<file path="config.mk">
export PLATFORM = sky130hd
export DESIGN_NAME = mult_seq_ctrl
export DESIGN_NICKNAME = d
export VERILOG_FILES = /design/src/rtl/mult_seq_pkg.sv /design/src/rtl/mult_seq_ctrl_main.sv /design/src/rtl/mult_seq_ctrl.sv
export SDC_FILE = /design/constraint.sdc
export NUM_CORES = 1
export LEC_CHECK = 0
export CAP_MARGIN = 10
export CORE_MARGIN = 8
export CORE_UTILIZATION = 40
export DETAILED_ROUTE_END_ITERATION = 7
export GPL_ROUTABILITY_DRIVEN = 0
export PLACE_DENSITY = 0.71
export SYNTH_ARGS = -nofsm -noshare
export SYNTH_HDL_FRONTEND = slang
export SYNTH_SLANG_ARGS = --single-unit
</file>
<file path="constraint.sdc">
create_clock -name clk -period 12.2 [get_ports clk]
set_input_delay 2.44 -clock clk [delete_from_list [all_inputs] [get_ports clk]]
set_output_delay 2.44 -clock clk [all_outputs]
set_load 0.02 [all_outputs]
</file>
<file path="src/rtl/mult_seq_pkg.sv">
// Shared types, widths and the step-to-shift lookup for the sequential 8x8 multiplier.
// The zero-skip option (MULT_SEQ_ZERO_SKIP_EN) is selected in mult_seq_ctrl.sv.
package mult_seq_pkg;

  typedef enum logic [1:0] {
    IDLE = 2'd0,
    CALC = 2'd1,
    DONE = 2'd2
  } state_t;

  localparam int STEP_W = 2;
  localparam int OPND_W = 8;
  localparam int PROD_W = 16;
  localparam int NIB_W  = 4;

  // Steps 1 and 2 are the two cross terms; both land at bit 4.
  function automatic logic [3:0] step_shift(input logic [STEP_W-1:0] step);
    case (step)
      2'd0:    return 4'd0;
      2'd3:    return 4'd8;
      default: return 4'd4;
    endcase
  endfunction

endpackage

</file>
<file path="src/rtl/mult_seq_ctrl_main.sv">
// 4x4 unsigned array multiplier core (module main): purely combinational,
// sums the four shifted AND rows of x against the bits of y.
module main (
  input  logic [3:0] x,
  input  logic [3:0] y,
  output logic [7:0] o
);

  logic [7:0] row [4];

  always_comb begin
    for (int i = 0; i < 4; i++) begin
      row[i] = y[i] ? (8'(x) << i) : 8'd0;
    end
  end

  assign o = row[0] + row[1] + row[2] + row[3];

endmodule

</file>
<file path="src/rtl/mult_seq_ctrl.sv">
// Sequential 8x8 unsigned multiplier: four nibble products through one shared 4x4 core,
// valid/ready on both sides. Optional macro MULT_SEQ_ZERO_SKIP_EN short-cuts zero operands.
module mult_seq_ctrl
  import mult_seq_pkg::*;
#(
  parameter int TAG_W = 2
) (
  input  logic                clk,
  input  logic                rst,
  // Handshakes: a transfer happens on a rising edge where valid && ready;
  // valid may not depend on ready, and the producer holds data while valid && !ready.
  input  logic                in_valid,
  output logic                in_ready,
  input  logic [OPND_W-1:0]   in_a,
  input  logic [OPND_W-1:0]   in_b,
  input  logic [TAG_W-1:0]    in_tag,
  output logic                out_valid,
  input  logic                out_ready,
  output logic [PROD_W-1:0]   out_p,
  output logic [TAG_W-1:0]    out_tag
);

  state_t              state_q;
  logic [OPND_W-1:0]   a_q;
  logic [OPND_W-1:0]   b_q;
  logic [TAG_W-1:0]    tag_q;
  logic [PROD_W-1:0]   acc;
  logic [STEP_W-1:0]   step;

  logic [NIB_W-1:0]    core_x;
  logic [NIB_W-1:0]    core_y;
  logic [OPND_W-1:0]   core_o;
  logic [PROD_W-1:0]   partial;

  // step[1] picks the a nibble, step[0] the b nibble; idle the core outside CALC.
  always_comb begin
    core_x = '0;
    core_y = '0;
    if (state_q == CALC) begin
      core_x = step[1] ? a_q[7:4] : a_q[3:0];
      core_y = step[0] ? b_q[7:4] : b_q[3:0];
    end
  end

  main u_core (
    .x (core_x),
    .y (core_y),
    .o (core_o)
  );

  assign partial = {8'b0, core_o} << step_shift(step);

  always_ff @(posedge clk) begin
    if (rst) begin
      state_q <= IDLE;
      a_q     <= '0;
      b_q     <= '0;
      tag_q   <= '0;
      acc     <= '0;
      step    <= '0;
    end else begin
      case (state_q)
        IDLE: begin
          if (in_valid) begin
            a_q   <= in_a;
            b_q   <= in_b;
            tag_q <= in_tag;
            acc   <= '0;
            step  <= '0;
`ifdef MULT_SEQ_ZERO_SKIP_EN
            if ((in_a == '0) || (in_b == '0)) state_q <= DONE;
            else                              state_q <= CALC;
`else
            state_q <= CALC;
`endif
          end
        end
        CALC: begin
          acc  <= acc + partial;
          step <= step + 1'b1;
          if (step == 2'd3) state_q <= DONE;
        end
        DONE: begin
          if (out_ready) state_q <= IDLE;
        end
        default: state_q <= IDLE;
      endcase
    end
  end

  assign in_ready  = (state_q == IDLE);
  assign out_valid = (state_q == DONE);
  assign out_p     = acc;
  assign out_tag   = tag_q;

endmodule
</file>
# Yosys cells after proc, flatten, opt, wreduce, memory -nomap -nowiden
# Cells that the tools add are included.
# totals
regBits,38
in_bits,22
word_cells,41
# op_classes
addsub,5
n_eq_ne,6
shift,1
n_mux,17
reduce_logical,6
# ops
op,count
$pmux 16 s2,1
$mux 4,5
$add 16x16->16,1
$mux 16,1
$shl 8x4->16,1
$add 8x6->8,1
$add 8x7->8,1
$add 8x8->8,1
$mux 2,4
$pmux 4 s2,1
$mux 7,1
$mux 6,1
$pmux 2 s3,1
$mux 5,1
$eq 2x2->1 const B,2
$logic_not 2->1,2
$ne 2x1->1 const B,2
$pmux 2 s2,1
$reduce_and 2->1,2
$reduce_and 3->1,1
$add 2x1->2 const B,1
$eq 2x1->1 const B,1
$ne 2x2->1 const B,1
$reduce_bool 2->1,1

# Logic depth before layout (Yosys ltp)
# Gate-level depths: netlist (run 1).
# logic_depth
word_depth,9
depth_mapped,23
depth_no_buf,22

# Modules after synthesis
# From an unflattened synthesis (run 1), not the netlist that was laid out.
# unflattened
cells_unflattened,328
hier_area_um2,2747.6
# by_module_without_submodules
mod,n_inst,cells_per_inst,area_each_um2,seq_area_each_um2
mult_seq_ctrl,1,286,2362.3,760.7
main,1,42,385.4,0.0

# Least setup slack after synthesis (run 1)
# No wires, ideal clock.
# synth_path
kind,flip-flop to flip-flop
startpoint,reg step[0]
endpoint,reg acc[14] (netlist: out_p[14])
setup_ns,0.117
arrival_ns,4.542
setup_slack_ns,7.541
stages_incl_launch_ff,22
cell_sequence,dfxtp_1 -> mux2_2 -> nand2_1 -> nor2_1 -> fa_1 -> inv_1 -> fa_1 -> inv_1 -> ha_1 -> fa_1 -> a21oi_1 -> inv_1 -> a21oi_1 -> xnor2_1 -> a22o_1 -> ha_1 -> a21o_1 -> a21o_1 -> a21oi_1 -> o21ai_1 -> xor2_1 -> a22o_1
# synth_between
elab_chain_cells,9
# synth_rtl
element,line_no,rtl
"start, declared",mult_seq_ctrl.sv:28,logic [STEP_W-1:0] step;
"start signal, assigned",mult_seq_ctrl.sv:80,step <= step + 1'b1;
$mux 4,mult_seq_ctrl.sv:41,core_y = step[0] ? b_q[7:4] : b_q[3:0];
$mux 4,mult_seq_ctrl.sv:39,if (state_q == CALC) begin
$mux 4 or $mux 5 (tied branches),mult_seq_ctrl_main.sv:13,row[i] = y[i] ? (8'(x) << i) : 8'd0;
$add 8x8->8,mult_seq_ctrl_main.sv:17,assign o = row[0] + row[1] + row[2] + row[3];
$add 8x6->8,mult_seq_ctrl_main.sv:17,
$add 8x7->8,mult_seq_ctrl_main.sv:17,
$shl 8x4->16 *,mult_seq_ctrl.sv:51,"assign partial = {8'b0, core_o} << step_shift(step);"
$add 16x16->16 *,mult_seq_ctrl.sv:79,acc <= acc + partial;
$pmux 16 s2 *,mult_seq_ctrl.sv:62,case (state_q)
"end signal, assigned",mult_seq_ctrl.sv:79,
"end, declared",mult_seq_ctrl.sv:27,logic [PROD_W-1:0] acc;
# Mark *: on every way between the ends. The rest lies on a longest branch, timed or not.
# A chain may end at the register's enable or synchronous reset.

# Worst setup path after layout (run 1)
# layout_path
startpoint,reg step[0]
endpoint,reg acc[15] (netlist: out_p[15])
# Same word-level chain as after synthesis.

==> flow_summary.toml, run 1 <==
[worst_setup_path]
endpoint = "out_p[15]$_SDFFE_PP0P_"
worst-endpoint-required_ps = 12390
critical_path.startpoint = "step[0]$_SDFFE_PP0P_"
critical_path.endpoint_type = "flip-flop"
worst_r2r_path_depth = 22
regToRegStartpoint = "step[0]$_SDFFE_PP0P_"
critPathMaxFanout = 8
crit_path_slowest_cell = "fa_1"
crit_path_cell_trace = "mux2_2 > nand2_1 > nor2_1 > fa_1 > inv_1 > fa_1 > inv_1 > ha_1 > fa_1 > a21oi_1 > inv_1 > a21oi_1 > xnor2_1 > a22o_1 > ha_1 > a21o_1 > a211oi_2 > nand2b_2 > o21ai_1 > xnor2_1 > nand2b_1 > mux2i_1"
reg2reg_slack_ps = 7200
worstSetupStartpointType = "flip-flop"
worst_ep_arrival_time_ps = 5180
worst_path_largest_cell_delay_ps = 530
setup.worst_path.class = "flip-flop to flip-flop"
r2r_end = "out_p[15]$_SDFFE_PP0P_"

[die]
design.die.area_mm2 = 0.00983
floorplan.initialDensity_pct = 40.9
die-width_um = 99.1
io_pins = 42
core_area_mm2 = 0.00676
dieHeight_um = 99.1
rows = 30

[detailed_routing]
detail_route.first_pass.iterations = 4
detailed_route_via_count = 2415
drt.antenna.violating_nets = 0
number_of_design_rule_violations_left_after_detail_routing = 0
final_routed_wirelength_across_all_metal_layers_mm = 6.25
drt_iter0_markers = 70
route.detailed.wl_per_inst_um = 13.8
routed_via_density = 5.34

[logic_synthesis]
synth_simple_gate_area_share_pct = 20.6
number_of_library_cell_types_mapped_by_synthesis = 52
mappedNetlistNets = 390
post_synth_instance_area_mm2 = 0.00276
synth_enable_flop_cells = 0
dominant_combinational_cell_family_by_area_after_synthesis = "compound AO/OA/AOI/OAI gates"
post_synth.cell_area_avg_um2 = 8.25
post_synthesis_share_of_cell_area_spent_on_xor_and_xnor_gates_pct = 4.12
ys_seq_elements = 38
yosys.area_share.adder_pct = 16.6
synth_compound_gate_area_share_pct = 23.0
netlist_instances = 335
yosysSeqAreaShare_pct = 27.5
ys_dominant_reg_cell = "dfxtp_1"
yosysWarningCount = 0
synth_mux_area_share_pct = 4.71
ys_async_sr_fraction_pct = 0

[power_and_ir_drop]
power-per-cell-area_mw_per_mm2 = 88.6
maximum_resistive_drop_on_vdd_v = 0.0000613
total_leakage_power_nw = 1.40

[global_routing]
grt_first_pass_wirelength_mm = 10.8
grt_util_all_layers_pct = 13.3
number_of_antenna_violations_at_the_first_check_in_global_routing = 0
first_global_vias = 2376
grt_start_max_net_pins = 33
grt_overflow = 0

[outcome]
result_of_the_run = "finished clean"

[timing]
maxClockFrequency_mhz = 200
final_hold_viol_count = 0
period_share_pct = 41.0
final.setup_skew_ps = 8.04
layout_setup_ws_ps = 7200
setup_repair_after_global_routing_missed_its_margin = "false"
setup_total_negative_slack_ps = 0
setup_viol_count_final = 0
fin_crit_ps = 5000
slew_headroom_pct = 43.1
slew_viol_final = 0
tightestPinTransition_ps = 851

[cts]
cts_htree_levels = 2
cts.repair.resized = 0
clock_net_sink_count = 38
tritoncts = "yes"
clkLatencyLatePin_ps = 290
cts-hold-fix-buffers = 0
cts-root-buf = "clkbuf_8"
postCtsSetupBuffers = 0
cts_inserted_buffers = 5
ctsLongestPathBuffers = 2
cts.reportedPaths.clkPinSlew_ps = 90

[finish]
post_route_cells_drive_above_1_share_pct = 9.68
syn2layout_area_growth_pct = 21.5
antennaDiodeCount = 0
num-nets-final = 426
fillCellCount = 682
design_area_mm2 = 0.00336

[placed_design]
dpl_cell_area_mm2 = 0.00322
port-buffer-count = 41
post-dp-hpwl_mm = 4.78
placement.setup.worst_slack_ps = 7180

[worst_hold_path]
hold_path.class = "flip-flop to flip-flop"

[run]
maxCapViolations = 0
layer usage:
metal | part of all wire, % | vias to the layer above | track usage [%]
met3 | 5.2 | 5 | 3.49
met1 | 46 | 1108 | 16.0
met4 | 0.67 | 0 | 2.79
met2 | 48 | 58 | 23.1
li1 | - | 1244 | -
met5 | 0 | - | 0
placed cells by master (no fill, tap or decap), types with 2 or more instances in the layout:
cell and n:
nor2_2 2, o211ai_1 2, a211oi_2 4, xor2_1 5, nor2b_1 4, nor2_1 32
a32o_1 2, inv_1 10, clkbuf_8 5, a22o_1 9, bufinv_16 2, fa_1 6
o21ai_0 6, a211oi_1 2, mux2i_1 4, ha_1 27, o21a_4 2, a21o_1 5
clkdlybuf4s50_1 41, mux2_2 8, nand2_1 57, xnor2_1 8, dfxtp_1 38, and2_1 3
a21oi_1 44, nand3_1 12, o21ai_1 4, nand2b_1 3
area by class of cell:
type	count	area [µm²]	share of cell area (%)
Multi-Input combinational cell	274	1900	56.7
Inverter	10	37.5	1.12
Sequential cell	38	761	22.7
Tap cell	80	100	2.98
Clock buffer	5	68.8	2.05
Clock inverter	3	68.8	2.05
Timing Repair Buffer	42	418	12.4
cell families (layout without fill, tap and decap cells):
family / Yosys count / in the layout
and+or+nand+nor: 125 / 125
xor gates and xnor gates: 13 / 13
AOI/OAI and AO/OA: 91 / 91
buffers and inverters: 23 / 60
muxes: 12 / 12
adders and majority gates: 33 / 33
DFF: 38 / 38
through the flow:
stage / util, % / power (W) / hold slack [ps] / instances
global placement: 47.7 / 0.000169 / 444 / 444
detailed placement: 47.7 / 0.000170 / 444 / 444
CTS: 49.7 / 0.000300 / 455 / 452
global route: 49.7 / 0.000310 / 474 / 452
floorplan: - / 0.000156 / 433 / 335
finish: 49.7 / 0.000297 / 453 / 452
how the worst min path moves through the flow:
stage                                  startpoint                       to  slack, ps  depth (start not counted)
after global routing          b_q[5]$_SDFFE_PP0P_      b_q[5]$_SDFFE_PP0P_        470                          2
final                         b_q[5]$_SDFFE_PP0P_      b_q[5]$_SDFFE_PP0P_        450                          2
after floorplan               a_q[4]$_SDFFE_PP0P_      a_q[4]$_SDFFE_PP0P_        430                          2
after detailed placement      b_q[5]$_SDFFE_PP0P_      b_q[5]$_SDFFE_PP0P_        440                          2
after global placement    out_tag[0]$_SDFFE_PP0P_  out_tag[0]$_SDFFE_PP0P_        440                          2
after CTS                     b_q[5]$_SDFFE_PP0P_      b_q[5]$_SDFFE_PP0P_        460                          2
power by group:
part,internal [W],total (W),switching (W)
sequential,0.000128,0.000131,0.00000284
combinational,0.0000153,0.0000355,0.0000201
clock,0.0000820,0.000131,0.0000489
total,0.000226,0.000297,0.0000719
flip-flops by register name (all words and copies together) (netlist names):
name and cells:
out_p 16, step 2, out_tag 2, state_q 2, a_q 8, b_q 8
critical path, delay by kind of cell, from the launching register on:
kind	cells	cell delay, ps
adders and majority gates	5	1880
AOI/OAI and AO/OA	6	1270
DFF	1	500
muxes	2	430
and+or+nand+nor	4	410
xor gates and xnor gates	2	240
buffers and inverters	3	150
cell usage after synthesis, drive strengths merged, types with 2 or more instances:
cell,n,area share (%)
a211oi,6,2.4
a21o,6,1.7
a21oi,45,8.3
a22o,9,2.9
a32o,2,0.72
and2,4,0.95
clkbuf,11,1.5
dfxtp,38,28
fa,6,4.3
ha,27,12
inv,10,1.4
mux2,8,3.3
mux2i,4,1.4
nand2,57,7.7
nand2b,4,1.0
nand3,12,2.2
nor2,34,4.8
nor2b,4,0.91
nor3,2,0.77
o211ai,2,0.54
o21a,3,1.4
o21ai,10,1.8
o31ai,2,1.2
xnor2,8,2.5
xor2,5,1.6
No activity file was read; power rests on OpenSTA's default activity.
==> run 2: changes to the inputs <==
==> constraint.sdc (replaced) <==
create_clock -name clk -period 4.8 [get_ports clk]
set_input_delay 0.96 -clock clk [delete_from_list [all_inputs] [get_ports clk]]
set_output_delay 0.96 -clock clk [all_outputs]
set_load 0.02 [all_outputs]
==> run 2 against run 1 <==
Utilization grew 3.4 points. Sequential cell count is the same. Cell area grew 6.8%. Combinational power grew to 2.8 times the previous value. Maximum frequency grew 7.8%. Global-route usage grew 0.92 points. Largest cell class unchanged. Highest routed layer unchanged.
==> flow_summary.toml, run 2 (synthesized netlist as in run 1, its figures left out) <==
[power_and_ir_drop]
power-per-cell-area_mw_per_mm2 = 214
total_leakage_power_nw = 1.51
design_power_total_w = 0.000767
maximum_resistive_drop_on_vdd_v = 0.000114

[finish]
syn2layout_area_growth_pct = 29.8
num-nets-final = 443
layout.cells.most_common_list = "nand2_1, clkdlybuf4s50_1, a21oi_1, dfxtp_1, nor2_1"
max_reg_flops = 16
post_route_cells_drive_above_1_share_pct = 18.3
finish.cell_count_without_fillers = 469
final_common_cell = "nand2_1"
antennaDiodeCount = 0

[timing]
setup_viol_count_final = 0
slew_viol_final = 0
final.setup_skew_ps = 5.29
slew_headroom_pct = 43.3
fin_crit_ps = 4640
final_hold_viol_count = 0
period_share_pct = 96.6
setup_repair_after_global_routing_missed_its_margin = "false"
tightestPinTransition_ps = 849
maxClockFrequency_mhz = 216

[cts]
cts-root-buf = "clkbuf_8"
tritoncts = "yes"
cts.reportedPaths.clkPinSlew_ps = 80
ctsLongestPathBuffers = 2
cts_inserted_buffers = 5
cts_htree_levels = 2
clock_net_sink_count = 38
clkLatencyLatePin_ps = 300

[die]
core_area_mm2 = 0.00676
io_pins = 42
die-width_um = 99.1
rows = 30
floorplan.initialDensity_pct = 40.9
dieHeight_um = 99.1
design.die.area_mm2 = 0.00983

[global_routing]
grt_overflow = 0
first_global_vias = 2613
number_of_antenna_violations_at_the_first_check_in_global_routing = 0
grt_first_pass_wirelength_mm = 11.6
grt_start_max_net_pins = 33
grt_util_all_layers_pct = 14.2

[placed_design]
post-dp-hpwl_mm = 5.17
port-buffer-count = 41
place_inst = 459

[worst_setup_path]
worst_r2r_path_depth = 21
setup.worst_path.class = "flip-flop to flip-flop"
r2r_end = "out_p[14]$_SDFFE_PP0P_"
reg2reg_slack_ps = 160
crit_path_slowest_cell = "fa_1"
crit_path_cell_trace = "mux2_2 > nand2_1 > nor2_1 > fa_1 > inv_1 > fa_1 > inv_1 > ha_2 > fa_2 > buf_4 > xor2_1 > mux2i_1 > nor2_1 > ha_1 > o21a_4 > buf_4 > o31ai_4 > a2bb2oi_2 > o21ai_1 > xor2_1 > a22o_1"
worst_ep_arrival_time_ps = 4830
worst_path_largest_cell_delay_ps = 490
critical_path.endpoint_type = "flip-flop"
worstSetupStartpointType = "flip-flop"
critPathMaxFanout = 5
critical_path.startpoint = "step[0]$_SDFFE_PP0P_"
regToRegStartpoint = "step[0]$_SDFFE_PP0P_"
worst-endpoint-required_ps = 4990

[detailed_routing]
detail_route.first_pass.iterations = 4
number_of_design_rule_violations_left_after_detail_routing = 0
drt_iter0_markers = 126
drt.antenna.violating_nets = 0
routed_via_density = 5.47
final_routed_wirelength_across_all_metal_layers_mm = 6.91
route.detailed.wl_per_inst_um = 14.7
detailed_route_via_count = 2566

[outcome]
result_of_the_run = "finished clean"

[worst_hold_path]
worst_hold_path.num_cells = 2
hold_path.class = "flip-flop to flip-flop"
hold_path.startpoint = "a_q[4]$_SDFFE_PP0P_"
min_to = "a_q[4]$_SDFFE_PP0P_"

[run]
maxCapViolations = 0
==> run 2: area by class of cell <==
cell class	instances	area [µm²]
Fill cell	616	3170
Tap cell	80	100
Clock inverter	3	68.8
Timing Repair Buffer	59	546
Clock buffer	5	68.8
Inverter	10	37.5
Multi-Input combinational cell	274	2000
Sequential cell	38	768
==> run 2: per-layer routing <==
layer / GRT usage (%) / routed length (µm) / up-vias
met5: 0 / 0 / -
met4: 4.77 / 123 / 0
met3: 4.05 / 339 / 12
met2: 25.5 / 3480 / 59
met1: 15.7 / 2970 / 1210
li1: - / - / 1285
==> run 2: repair_timing <==
| item | CTS | global route |
|---|---|---|
| pin swaps | 2 | 11 |
| endpoints found under the setup margin | 5 | 7 |
| hold buffers | 0 | 0 |
| gates resized for setup | 3 | 24 |
| endpoints found under the hold margin | 0 | 0 |
| setup buffers | 0 | 2 |
==> run 2: power breakdown <==
group | internal [W] | switching, W | total, W | leakage (nW)
logic | 0.0000446 | 0.0000543 | 0.0000988 | 1.13
clock network | 0.000208 | 0.000127 | 0.000335 | 0.0683
registers | 0.000326 | 0.00000700 | 0.000333 | 0.311
total | 0.000579 | 0.000188 | 0.000767 | 1.51
==> run 2: worst max-delay path, delay by kind of cell, from the launching register on <==
kind,cells,cell delay (ps)
compound gates,5,810
xor+xnor,2,290
mux,2,590
simple gates,3,230
buf+inv,4,390
flops,1,390
fa+ha+maj,5,1850
==> run 2: worst max path at each step <==
stage | cells past startpoint | endpoint
global route | 19 | out_p[15]$_SDFFE_PP0P_
finish | 21 | out_p[14]$_SDFFE_PP0P_
CTS | 20 | out_p[12]$_SDFFE_PP0P_
floorplan | 21 | out_p[14]$_SDFFE_PP0P_
detailed placement | 22 | out_p[15]$_SDFFE_PP0P_
global placement | 22 | out_p[15]$_SDFFE_PP0P_
==> run 2: per-stage QoR <==
step	area (µm²)	util [%]	hold WS, ps	worst slack (ps)	setup TNS [ps]
floorplan	2760	-	433	141	0
global placement	3330	49.3	439	13.1	0
detailed placement	3330	49.3	447	-98.0	-197
CTS	3480	51.5	459	4.40	0
global route	3590	53.1	491	1.05	0
finish	3590	53.1	460	164	0
